[config.mk]
export PLATFORM = sky130hd
export DESIGN_NAME = fir_coeff_ctrl
export DESIGN_NICKNAME = d
export VERILOG_FILES = /design/src/rtl/fir_ctrl_pkg.sv /design/src/rtl/fir_coeff_bank.sv /design/src/rtl/fir_coeff_ctrl.sv
export SDC_FILE = /design/constraint.sdc
export NUM_CORES = 1
export LEC_CHECK = 0
export BUFFER_PORTS_ARGS = -buffer_cell sky130_fd_sc_hd__clkbuf_2
export CAP_MARGIN = 0
export CORE_MARGIN = 2
export CORE_UTILIZATION = 39
export DETAILED_ROUTE_END_ITERATION = 8
export PLACE_DENSITY = 0.63
export SLEW_MARGIN = 0
export SYNTH_ARGS = -nofsm -noshare
export SYNTH_HDL_FRONTEND = slang
export SYNTH_SLANG_ARGS = --single-unit
[constraint.sdc]
create_clock -name clk -period 5.6 [get_ports clk]
set_clock_uncertainty 0.05 [all_clocks]
set_input_delay 0 -clock clk [delete_from_list [all_inputs] [get_ports clk]]
set_output_delay 0 -clock clk [all_outputs]
set_load 0.02 [all_outputs]
[src/rtl/fir_ctrl_pkg.sv]
// Shared types and helpers for the FIR coefficient controller.
package fir_ctrl_pkg;

    typedef enum logic [1:0] {
        ST_RUN   = 2'd0,
        ST_DRAIN = 2'd1,
        ST_SWAP  = 2'd2
    } ctrl_state_t;

    // Input-valid to output-valid depth of the FIR datapath.
    localparam int FIR_LATENCY = 24;

    // Bits needed to hold values 0..value-1.
    function automatic int clog2(input int value);
        int r;
        r = 0;
        for (int i = 0; i < 31; i++) begin
            if ((1 << i) < value) r = i + 1;
        end
        return r;
    endfunction

endpackage

[src/rtl/fir_coeff_bank.sv]
// Shadow/active coefficient register file. Host writes land in the shadow
// bank; a swap strobe copies every shadow word into the active bank at once.
module fir_coeff_bank #(
    parameter int DW     = 18,
    parameter int N_UNIQ = 9,
    parameter int AW     = 4
) (
    input  logic                 clk,
    input  logic                 reset,
    input  logic                 wr_en,
    input  logic [AW-1:0]        wr_addr,
    input  logic [DW-1:0]        wr_data,
    input  logic                 swap,
    output logic [N_UNIQ*DW-1:0] coeff_active
);

    logic [DW-1:0] shadow [N_UNIQ];
    logic [DW-1:0] active [N_UNIQ];

    // Shadow takes host writes; active reloads from shadow in one shot on swap.
    always_ff @(posedge clk) begin
        if (reset) begin
            for (int k = 0; k < N_UNIQ; k++) begin
                shadow[k] <= '0;
                active[k] <= '0;
            end
        end else begin
            for (int k = 0; k < N_UNIQ; k++) begin
                if (wr_en && (wr_addr == AW'(k))) shadow[k] <= wr_data;
                if (swap) active[k] <= shadow[k];
            end
        end
    end

    // Flatten the active bank, coefficient k at [k*DW +: DW].
    always_comb begin
        coeff_active = '0;
        for (int k = 0; k < N_UNIQ; k++) begin
            coeff_active[k*DW +: DW] = active[k];
        end
    end

endmodule

[src/rtl/fir_coeff_ctrl.sv]
// Runtime coefficient controller for the symmetric FIR. Commits stall the
// sample stream until every sample in the FIR pipeline has come out, then
// swap the coefficient banks in a single cycle.
//
//   state    | meaning
//   ---------+-----------------------------------------------------------
//   ST_RUN   | streaming; samples and coefficient writes accepted
//   ST_DRAIN | commit pending; input blocked until the FIR pipeline empties
//   ST_SWAP  | one cycle; active bank loads from shadow
module fir_coeff_ctrl
    import fir_ctrl_pkg::*;
#(
    parameter int DW      = 18,
    parameter int N_UNIQ  = 9,
    parameter int LATENCY = FIR_LATENCY,
    parameter int AW      = 4
) (
    input  logic                 clk,
    input  logic                 reset,
    input  logic                 cfg_wr_valid,
    output logic                 cfg_wr_ready,
    input  logic [AW-1:0]        cfg_wr_addr,
    input  logic [DW-1:0]        cfg_wr_data,
    input  logic                 cfg_commit,
    output logic                 cfg_busy,
    output logic                 cfg_err,
    input  logic                 s_valid,
    output logic                 s_ready,
    input  logic [DW-1:0]        s_data,
    output logic                 fir_i_valid,
    output logic [DW-1:0]        fir_i_in,
    input  logic                 fir_o_valid,
    output logic [N_UNIQ*DW-1:0] coeff_active
);

    localparam int IW = clog2(LATENCY + 1);

    ctrl_state_t   state, state_nxt;
    logic [IW-1:0] inflight;
    logic          s_accept;
    logic          wr_accept;
    logic          addr_ok;
    logic          bank_swap;

    assign s_accept  = s_valid && s_ready;
    assign wr_accept = cfg_wr_valid && cfg_wr_ready;
    assign addr_ok   = 32'(cfg_wr_addr) < N_UNIQ;

    // State register.
    always_ff @(posedge clk) begin
        if (reset) state <= ST_RUN;
        else       state <= state_nxt;
    end

    // Next state and handshake outputs; a commit seen outside RUN is dropped.
    always_comb begin
        state_nxt    = state;
        bank_swap    = 1'b0;
        s_ready      = 1'b0;
        cfg_wr_ready = 1'b0;
        unique case (state)
            ST_RUN: begin
                s_ready      = 1'b1;
                cfg_wr_ready = 1'b1;
                if (cfg_commit) state_nxt = ST_DRAIN;
            end
            ST_DRAIN: begin
                if ((inflight == '0) && !fir_i_valid) state_nxt = ST_SWAP;
            end
            ST_SWAP: begin
                bank_swap = 1'b1;
                state_nxt = ST_RUN;
            end
            default: state_nxt = ST_RUN;
        endcase
        cfg_busy = (state != ST_RUN) && !reset;
    end

    // One-cycle sample register in front of the FIR; data holds between samples.
    always_ff @(posedge clk) begin
        if (reset) begin
            fir_i_valid <= 1'b0;
            fir_i_in    <= '0;
        end else begin
            fir_i_valid <= s_accept;
            if (s_accept) fir_i_in <= s_data;
        end
    end

    // Samples inside the FIR arithmetic: up on issue, down on output.
    always_ff @(posedge clk) begin
        if (reset) begin
            inflight <= '0;
        end else if (fir_i_valid && !fir_o_valid) begin
            if (inflight < IW'(LATENCY)) inflight <= inflight + IW'(1);
        end else if (!fir_i_valid && fir_o_valid) begin
            if (inflight != '0) inflight <= inflight - IW'(1);
        end
    end

    // Sticky flag for writes aimed past the last unique coefficient.
    always_ff @(posedge clk) begin
        if (reset)                     cfg_err <= 1'b0;
        else if (wr_accept && !addr_ok) cfg_err <= 1'b1;
    end

    // An output with nothing in flight means the FIR and this counter disagree.
    underflow_chk: assert property (@(posedge clk) disable iff (reset)
        !(fir_o_valid && !fir_i_valid && (inflight == '0)));

    fir_coeff_bank #(
        .DW     (DW),
        .N_UNIQ (N_UNIQ),
        .AW     (AW)
    ) u_bank (
        .clk          (clk),
        .reset        (reset),
        .wr_en        (wr_accept && addr_ok),
        .wr_addr      (cfg_wr_addr),
        .wr_data      (cfg_wr_data),
        .swap         (bank_swap),
        .coeff_active (coeff_active)
    );

endmodule

Word level (Yosys, flattened, before mapping)
Memory sizes are Yosys's and may differ from the RTL's.
Cells that the tools add are included.
{"block": "classes", "reduce_logical": 30, "n_eq_ne": 13, "add_sub_neg": 2, "n_bitwise": 18, "n_lt_le_gt_ge": 2, "mux": 59}
{"cell": "2-to-1 mux 18 bit", "count": 18}
{"cell": "2-to-1 mux 1 bit", "count": 34}
{"cell": "2-to-1 mux 5 bit", "count": 4}
{"cell": "bitwise OR 1 bit", "count": 18}
{"cell": "logical AND 1 bit", "count": 17}
{"cell": "equality test 4 x 3 -> 1 bit, second input constant", "count": 4}
{"cell": "equality test 4 x 2 -> 1 bit, second input constant", "count": 2}
{"cell": "nonzero test 2 bit", "count": 3}
{"cell": "adder 5 x 1 -> 5 bit, second input constant", "count": 1}
{"cell": "logical NOT 5 bit", "count": 1}
{"cell": "< comparator 5 bit, second input constant", "count": 1}
{"cell": "nonzero test 5 bit", "count": 1}
{"cell": "subtractor 5 x 1 -> 5 bit, second input constant", "count": 1}
{"cell": "equality test 4 x 1 -> 1 bit, second input constant", "count": 1}
{"cell": "equality test 4 bit, second input constant", "count": 1}
{"cell": "logical NOT 1 bit", "count": 4}
{"cell": "logical NOT 4 bit", "count": 1}
{"cell": "< comparator 4 bit, second input constant", "count": 1}
{"cell": "2-to-1 mux 2 bit", "count": 2}
{"cell": "!= test 2 bit, second input constant", "count": 2}
{"cell": "one-hot mux 2 bit (2 select lines)", "count": 1}
{"cell": "AND reduction 3 bit", "count": 1}
{"cell": "equality test 2 x 1 -> 1 bit, second input constant", "count": 1}
{"cell": "equality test 2 bit, second input constant", "count": 1}
{"cell": "3 further kinds", "count": 3}
{"block": "word_totals", "out_inout_bits": 185, "regBits": 27, "ram_bits": 324, "memories": 2, "in_bits": 46}
{"name": "u_bank.active", "depth": 9, "word_bits": 18, "read_ports": 9, "rd_clocked_by_memory_dff": 0, "write_ports": 9, "line": "fir_coeff_bank.sv:18", "source": "logic [DW-1:0] active [N_UNIQ];"}
{"name": "u_bank.shadow", "depth": 9, "word_bits": 18, "read_ports": 9, "rd_clocked_by_memory_dff": 0, "write_ports": 9, "line": "fir_coeff_bank.sv:17", "source": "logic [DW-1:0] shadow [N_UNIQ];"}

Longest topological paths before layout
Gate-level depths: netlist of run 1.
{"block": "logic_depth", "word_depth": 9, "ltp_mapped": 8, "mapped_depth_nobuf": 8}

Modules after synthesis
Synthesis of run 1 repeated with hierarchy kept, for this count alone.
{"block": "unflattened", "hier_cells": 704, "area_unflattened_um2": 12414.4}
{"mod": "fir_coeff_bank", "cells_each": 566, "seq_area_each_um2": 9729.3, "area_each_um2": 11239.5, "n_inst": 1}
{"mod": "fir_coeff_ctrl", "cells_each": 138, "seq_area_each_um2": 540.5, "area_each_um2": 1174.9, "n_inst": 1}

Least setup slack after synthesis of run 1
OpenSTA, ideal clock, no wires.
{"block": "synth_timing", "path_type": "flip-flop to flip-flop", "start": "register state[1]", "end": "memory u_bank.active[0][0], enable pin", "stages_incl_launch_ff": 3, "synth_period_minus_slack_ns": 4.587, "required_ns": 5.022, "n_path_buf": 0, "setup_slack_ns": 1.013, "setup_ns": 0.528, "arrival_time_ns": 4.009, "cell_sequence": "dfxtp_1 -> or2b_1 -> nand2_1"}
{"item": "start, declared", "line": "fir_coeff_ctrl.sv:38", "source": "ctrl_state_t state, state_nxt;"}
{"item": "start signal, assigned", "line": "fir_coeff_ctrl.sv:52", "source": "else state <= state_nxt;"}
{"item": "end, declared", "line": "fir_coeff_bank.sv:18"}

==> results.txt, run 1 <==
DIE AREA - 32900 µm²
wire length on met2 - 13000 µm
number of synthesized flops with an enable pin - 324
dpl cells - 1287
clk slew on worst S/H paths - 60 ps
CTS H-tree lvls - 2
unrepaired setup endpoints after global routing - no
Nets - 1019
Routed WL per cell - 19.3 µm
reg2reg setup slack - 3050 ps
Finished Layout Cells - 1389
CTS buffer count - 37
Fin. Hold Viols - 0
crit share post-route - 45.4%
vias per std cell - 4.68
I/O Pins - 231
Sink Count - 351
syn avg cell area - 17.9 µm²
fmax - 393 MHz
cell taking the most area after synthesis - edfxtp_1
R2R depth - 4
# diodes - 0
DP HPWL - 16900 µm
Sw Pwr - 1.60 mW
all-layer global routing usage - 16.2%
initial antenna violation count - 0
Yosys reg bits - 351
crit path time final - 2550 ps
status - finished, final reports clean
clock share of power - 38.7%
Cell Int Power - 4.97 mW
CP Max Fanout - 18
Seq/Total Area, Yosys - 83.7%
Yosys Warn Count - 0
RePlAce Congestion - 0.740
Seq pwr share - 49.4%
Max-Cap Viols - 0
worst vdd ir - 0.217 mV
final WL - 26800 µm
total core area - 30700 µm²
CTS tree - yes
Top Layer Used - met4
Critical Setup Path Class - reg -> reg
FP Rows - 64
hold crit path type - in -> reg
power density cells - 422 nW/µm²
top cells by area, synth - edfxtp_1 79%, and2_1 8.4%, dfxtp_1 4.4%, nand2_1 1.2%, and2_2 1.0%
Clock Tree Buf Depth - 3
die width - 181 µm
mapped cell area - 12300 µm²
Clock Latency Late Sink - 520 ps
Worst Setup Start Kind - flop
Worst Path Required - 5690 ps
fin. max-slew vios - 0
Comb power frac - 12.0%
largest net degree at the start of global routing - 163
via count - 6498
drt initial violations - 670
Post-DRT Antenna Nets - 0
Starting Density - 39.9%
IO buf count - 230
synth cell count leaders - 324 x edfxtp_1, 164 x and2_1, 40 x nand2_1
CP endpoint kind - flop
Congestion Overflow GR - 0
first-pass GRT wire length - 39700 µm
residual DRC count - 0
Slew headroom - 13.2%
CTS root buf - clkbuf_16
Net Sw Frac - 24.4%
Worst EP arrival - 2630 ps
drt first pass iters - 4
Setup Viol. Count Final - 0
Post-synth ARST share - 0%
Leak Pwr - 6.20 nW
Least-Margin Pin Slew - 1300 ps
synth unique cells - 38
syn nets - 735
Setup TNS - 0 ps
most used flip-flop cell after synthesis - edfxtp_1
Yosys top cell area share - 79.3%
Hold Crit Depth - 2
Area growth, synth to finish - 26.8%
height of the die - 181 µm
most common cell in the synthesized netlist - edfxtp_1
layout cell share with drive strength beyond 1 - 32.1%
vias in the first global route - 6514
WL met1 - 11200 µm
met3 WL - 2090 µm
Post-Synthesis Cells - 684
-- cell families (layout without fill, tap and decap cells) --
kind of cell               count (synthesis)  count (layout)  share of synthesized area, %
DFF                                      351             351                          83.7
AOI/OAI and AO/OA                         40              40                          2.14
adders and majority gates                  5               5                         0.571
buffers and inverters                     34             343                          1.34
and+or+nand+nor                          248             248                          11.8
xor gates and xnor gates                   3               3                         0.214
muxes                                      3               3                         0.265
-- metrics by stage --
step                      setup WS [ps]  hold WS [ps]  cell area [µm²]  util (%)  total power [mW]
final                              3050          17.9            15500      50.6              6.57
after global routing               2880          13.2            15500      50.6              6.81
after CTS                          3020         0.271            15500      50.5              6.63
after detailed placement           2650           180            13900      45.2              4.07
after global placement             2700           174            13900      45.2              4.06
after floorplan                    1010          86.0            12300         -              3.79
-- layout make-up --
cell class,instances,area [µm²]
clock buffers,44,973
clock inverters,20,297
fillers,2553,15200
inverters,6,22.5
multi-input cells,299,1910
flip-flops and latches,351,10300
well taps,396,495
repair buffers,273,1580
-- path summary, 6_finish.rpt --
check,endpoint,startpoint
hold reg to reg,fir_i_in[4],fir_i_in[4]
setup reg to reg,u_bank.shadow[0][107],state[1]
setup / recovery,u_bank.shadow[0][107],state[1]
hold / removal,u_bank.shadow[0][42],cfg_wr_data[6]
-- worst max-delay path: stages, from the launching register on --
cell     delay [ps]
dfxtp_1         340
or3b_1          560
nor2_1          160
nand2_1         190
o21ai_2         850
-- flip-flops by register name (all words and copies together) (netlist names) --
| name | count |
|---|---|
| u_bank.active | 162 |
| u_bank.shadow | 162 |
| fir_i_in | 18 |
| inflight | 5 |
| state | 2 |
| cfg_err | 1 |
| fir_i_valid | 1 |
-- power by group through the flow --
stage / sequential [mW] / clock (mW) / combinational [mW]
2_1_floorplan: 3.46 / 0 / 0.337
3_3_place_gp: 3.30 / 0 / 0.761
3_5_place_dp: 3.30 / 0 / 0.772
4_1_cts: 3.25 / 2.59 / 0.795
5_1_grt: 3.26 / 2.69 / 0.859
6_report: 3.24 / 2.54 / 0.787
-- cells in the final DEF (no fill, tap or decap), types with 4 or more instances in the layout --
cell           count
buf_4              4
dfxtp_1           27
and2_1           164
dlygate4sd3_1     38
edfxtp_1         324
o21ai_2            4
a21oi_1           20
ha_1               4
clkbuf_2         230
nor2_1            13
clkbuf_16         38
and2_2            17
nand2_1           39
inv_1              6
bufinv_16          7
clkinv_1           7
clkbuf_1           6
-- routing by layer --
metal  up-vias  track usage, %
met2       264            26.7
met1      3158            21.2
met5         -               0
li1       3033               -
met4         0            3.90
met3        43            4.94
-- timing repair --
item	CTS	global route
setup buffers	0	0
gates resized for setup	0	0
hold buffers	37	1
endpoints found under the hold margin	141	9
(Power assumes the default switching activity.)
==> inputs of run 2 (changes only) <==
Settings changed: ABC_AREA set to 1, PLACE_DENSITY 0.63 to 0.65.
Clock period 5.6 ns to 2.1 ns, I/O delays scaled along.
==> run 2 against run 1 <==
- clock power increased by 120%
- hold slack improved by 39 ps
- first-iteration DRC count decreased by 5.8%
- synthesized area increased by 2.9%
- die area increased by 2.8%
==> results.txt, run 2 <==
CP Max Fanout - 12
Setup TNS - 0 ps
fin. max-slew vios - 0
fmax - 523 MHz
CTS buffer count - 35
worst vdd ir - 0.498 mV
IO buf count - 230
crit share post-route - 91.1%
Worst Path Required - 2270 ps
synth cell count leaders - 324 x edfxtp_1, 229 x nor2_1, 194 x inv_1
Least-Margin Pin Slew - 732 ps
vias per std cell - 4.54
die width - 184 µm
final WL - 28500 µm
status - finished, final reports clean
hold wc startpoint - cfg_wr_addr[2]
all-layer global routing usage - 16.7%
Seq pwr share - 53.0%
fill count - 2717
Worst Setup Start Kind - flop
Post-DP Area - 14500 µm²
DIE AREA - 33800 µm²
most common cell in the synthesized netlist - edfxtp_1
Congestion Overflow GR - 0
I/O Pins - 231
crit path time final - 1910 ps
synth unique cells - 31
CTS tree - yes
Critical Setup Path Class - reg -> reg
Sink Count - 351
top flop regs - u_bank.active: 162 flops, u_bank.shadow: 162 flops, fir_i_in: 18 flops
Post-synth ARST share - 0%
most used flip-flop cell after synthesis - edfxtp_1
Comb power frac - 12.6%
DP HPWL - 18900 µm
Routed WL per cell - 17.3 µm
top cells by area, synth - edfxtp_1 77%, nor2_1 6.8%, inv_1 5.8%, dfxtp_1 4.3%, nand2_1 1.3%
Worst EP arrival - 2080 ps
drt first pass iters - 5
CP endpoint kind - flop
largest net degree at the start of global routing - 163
setup bufs post-CTS - 0
RePlAce Congestion - 0.817
Worst Setup SP - state[1]
syn nets - 965
Nets - 1273
most frequent cells in the layout - 324 x edfxtp_1, 230 x clkbuf_2, 225 x nor2_1
FP Rows - 65
height of the die - 184 µm
unrepaired setup endpoints after global routing - no
Starting Density - 39.8%
# diodes - 0
Setup Viol. Count Final - 0
Clock Tree Buf Depth - 3
reg-to-reg critical path startpoint - state[1]
Area growth, synth to finish - 26.1%
Cell Int Power - 12.0 mW
number of synthesized flops with an enable pin - 324
clk slew on worst S/H paths - 60 ps
Post-DRT Antenna Nets - 0
power density cells - 1010 nW/µm²
Seq/Total Area, Yosys - 81.4%
Post-Synthesis Cells - 914
clock share of power - 34.4%
Yosys Warn Count - 0
CTS H-tree lvls - 2
Yosys reg bits - 351
Fin. Hold Viols - 0
via count - 7482
Net Sw Frac - 25.4%
layout cell share with drive strength beyond 1 - 26.7%
first-pass GRT wire length - 42600 µm
cell taking the most area after synthesis - edfxtp_1
total core area - 31700 µm²
initial antenna violation count - 0
hold crit path type - in -> reg
Max-Cap Viols - 0
commonest non-fill, non-tap cell in the layout - edfxtp_1
syn avg cell area - 13.8 µm²
residual DRC count - 0
mapped cell area - 12600 µm²
Leak Pwr - 6.81 nW
Pwr Total - 16.0 mW
drt initial violations - 631
Yosys top cell area share - 77.1%
Clock Latency Late Sink - 500 ps
Sw Pwr - 4.06 mW
vias in the first global route - 7520
final instance area - 15900 µm²
CTS root buf - clkbuf_16
Slew headroom - 51.2%
==> run 2: cell types whose count changed after synthesis, sizes merged, moves of 7 or more <==
cell / previous run / this run
inv: 6 / 197
nor2: 14 / 242
and2: 181 / 0
clkbuf: 21 / 12
buf: 7 / 14
a21oi: 20 / 5
nand2: 40 / 47
o21ai: 4 / 24
nand3: 2 / 9
==> run 2: power groups by stage <==
stage               combinational [mW]  clock, mW  sequential (mW)
floorplan                        0.827          0             8.99
global placement                  1.91          0             8.64
detailed placement                1.95          0             8.64
CTS                               2.03       5.63             8.50
global route                      2.22       5.90             8.54
finish                            2.02       5.52             8.49
==> run 2: cell families (layout without fill, tap and decap cells) <==
| kind of cell | after synthesis | in the layout | share of synthesized area, % |
|---|---|---|---|
| adder cells (fa/ha/maj) | 5 | 5 | 0.555 |
| flip-flops | 351 | 351 | 81.4 |
| AO/OA/AOI/OAI | 30 | 30 | 1.35 |
| buffers and inverters | 224 | 556 | 6.93 |
| XOR/XNOR | 1 | 1 | 0.0694 |
| AND/OR/NAND/NOR | 303 | 303 | 9.72 |
==> run 2: stage by stage <==
stage	hold WS [ps]	setup WS, ps	instances	utilization (%)
3_5_place_dp	193	70.8	1544	45.6
2_1_floorplan	98.0	6.35	914	-
4_1_cts	11.5	46.9	1647	50.1
5_1_grt	76.5	24.1	1648	50.2
3_3_place_gp	191	214	1544	45.6
6_report	57.3	188	1648	50.2
==> run 2: worst paths after layout <==
path                                         endpoint  slack (ps)  cells after the start
worst max-delay path             u_bank.shadow[0][41]         190                      7
worst min-delay path            u_bank.shadow[0][130]          60                      4
worst max register to register   u_bank.shadow[0][41]         190                      7
worst min register to register            inflight[4]         440                      2
==> run 2: area by class of cell <==
type	instances	area (µm²)	share of cell area (%)
clock inverters	18	91.3	0.574
flip-flops and latches	351	10300	64.6
inverters	198	746	4.69
clock buffers	43	906	5.69
repair buffers	297	1870	11.8
multi-input cells	339	1520	9.54
well taps	402	503	3.16
==> run 2: repair_timing <==
| item | CTS | global route |
|---|---|---|
| hold buffers | 42 | 1 |
| endpoints found under the setup margin | 0 | 21 |
| hold endpoints to repair | 175 | 9 |
| gates resized for setup | 0 | 4 |
==> run 2: routing by layer <==
metal  routed length, µm  vias to the layer above  share of wire, %  global-route usage, %
met4                 953                        0               3.3                   6.40
met5                   0                        -                 0                      0
li1                    -                     3548                 -                      -
met1               12000                     3569                42                   22.2
met2               13400                      304                47                   27.1
met3                2050                       61               7.2                   3.49
==> run 2: worst max-delay path: stages (launching register included) <==
cell	delay, ps
dfxtp_1	330
nor2_4	190
nand2_4	80
a21oi_4	220
o21ai_2	90
nand2_2	90
nor2_4	90
nor2_1	480
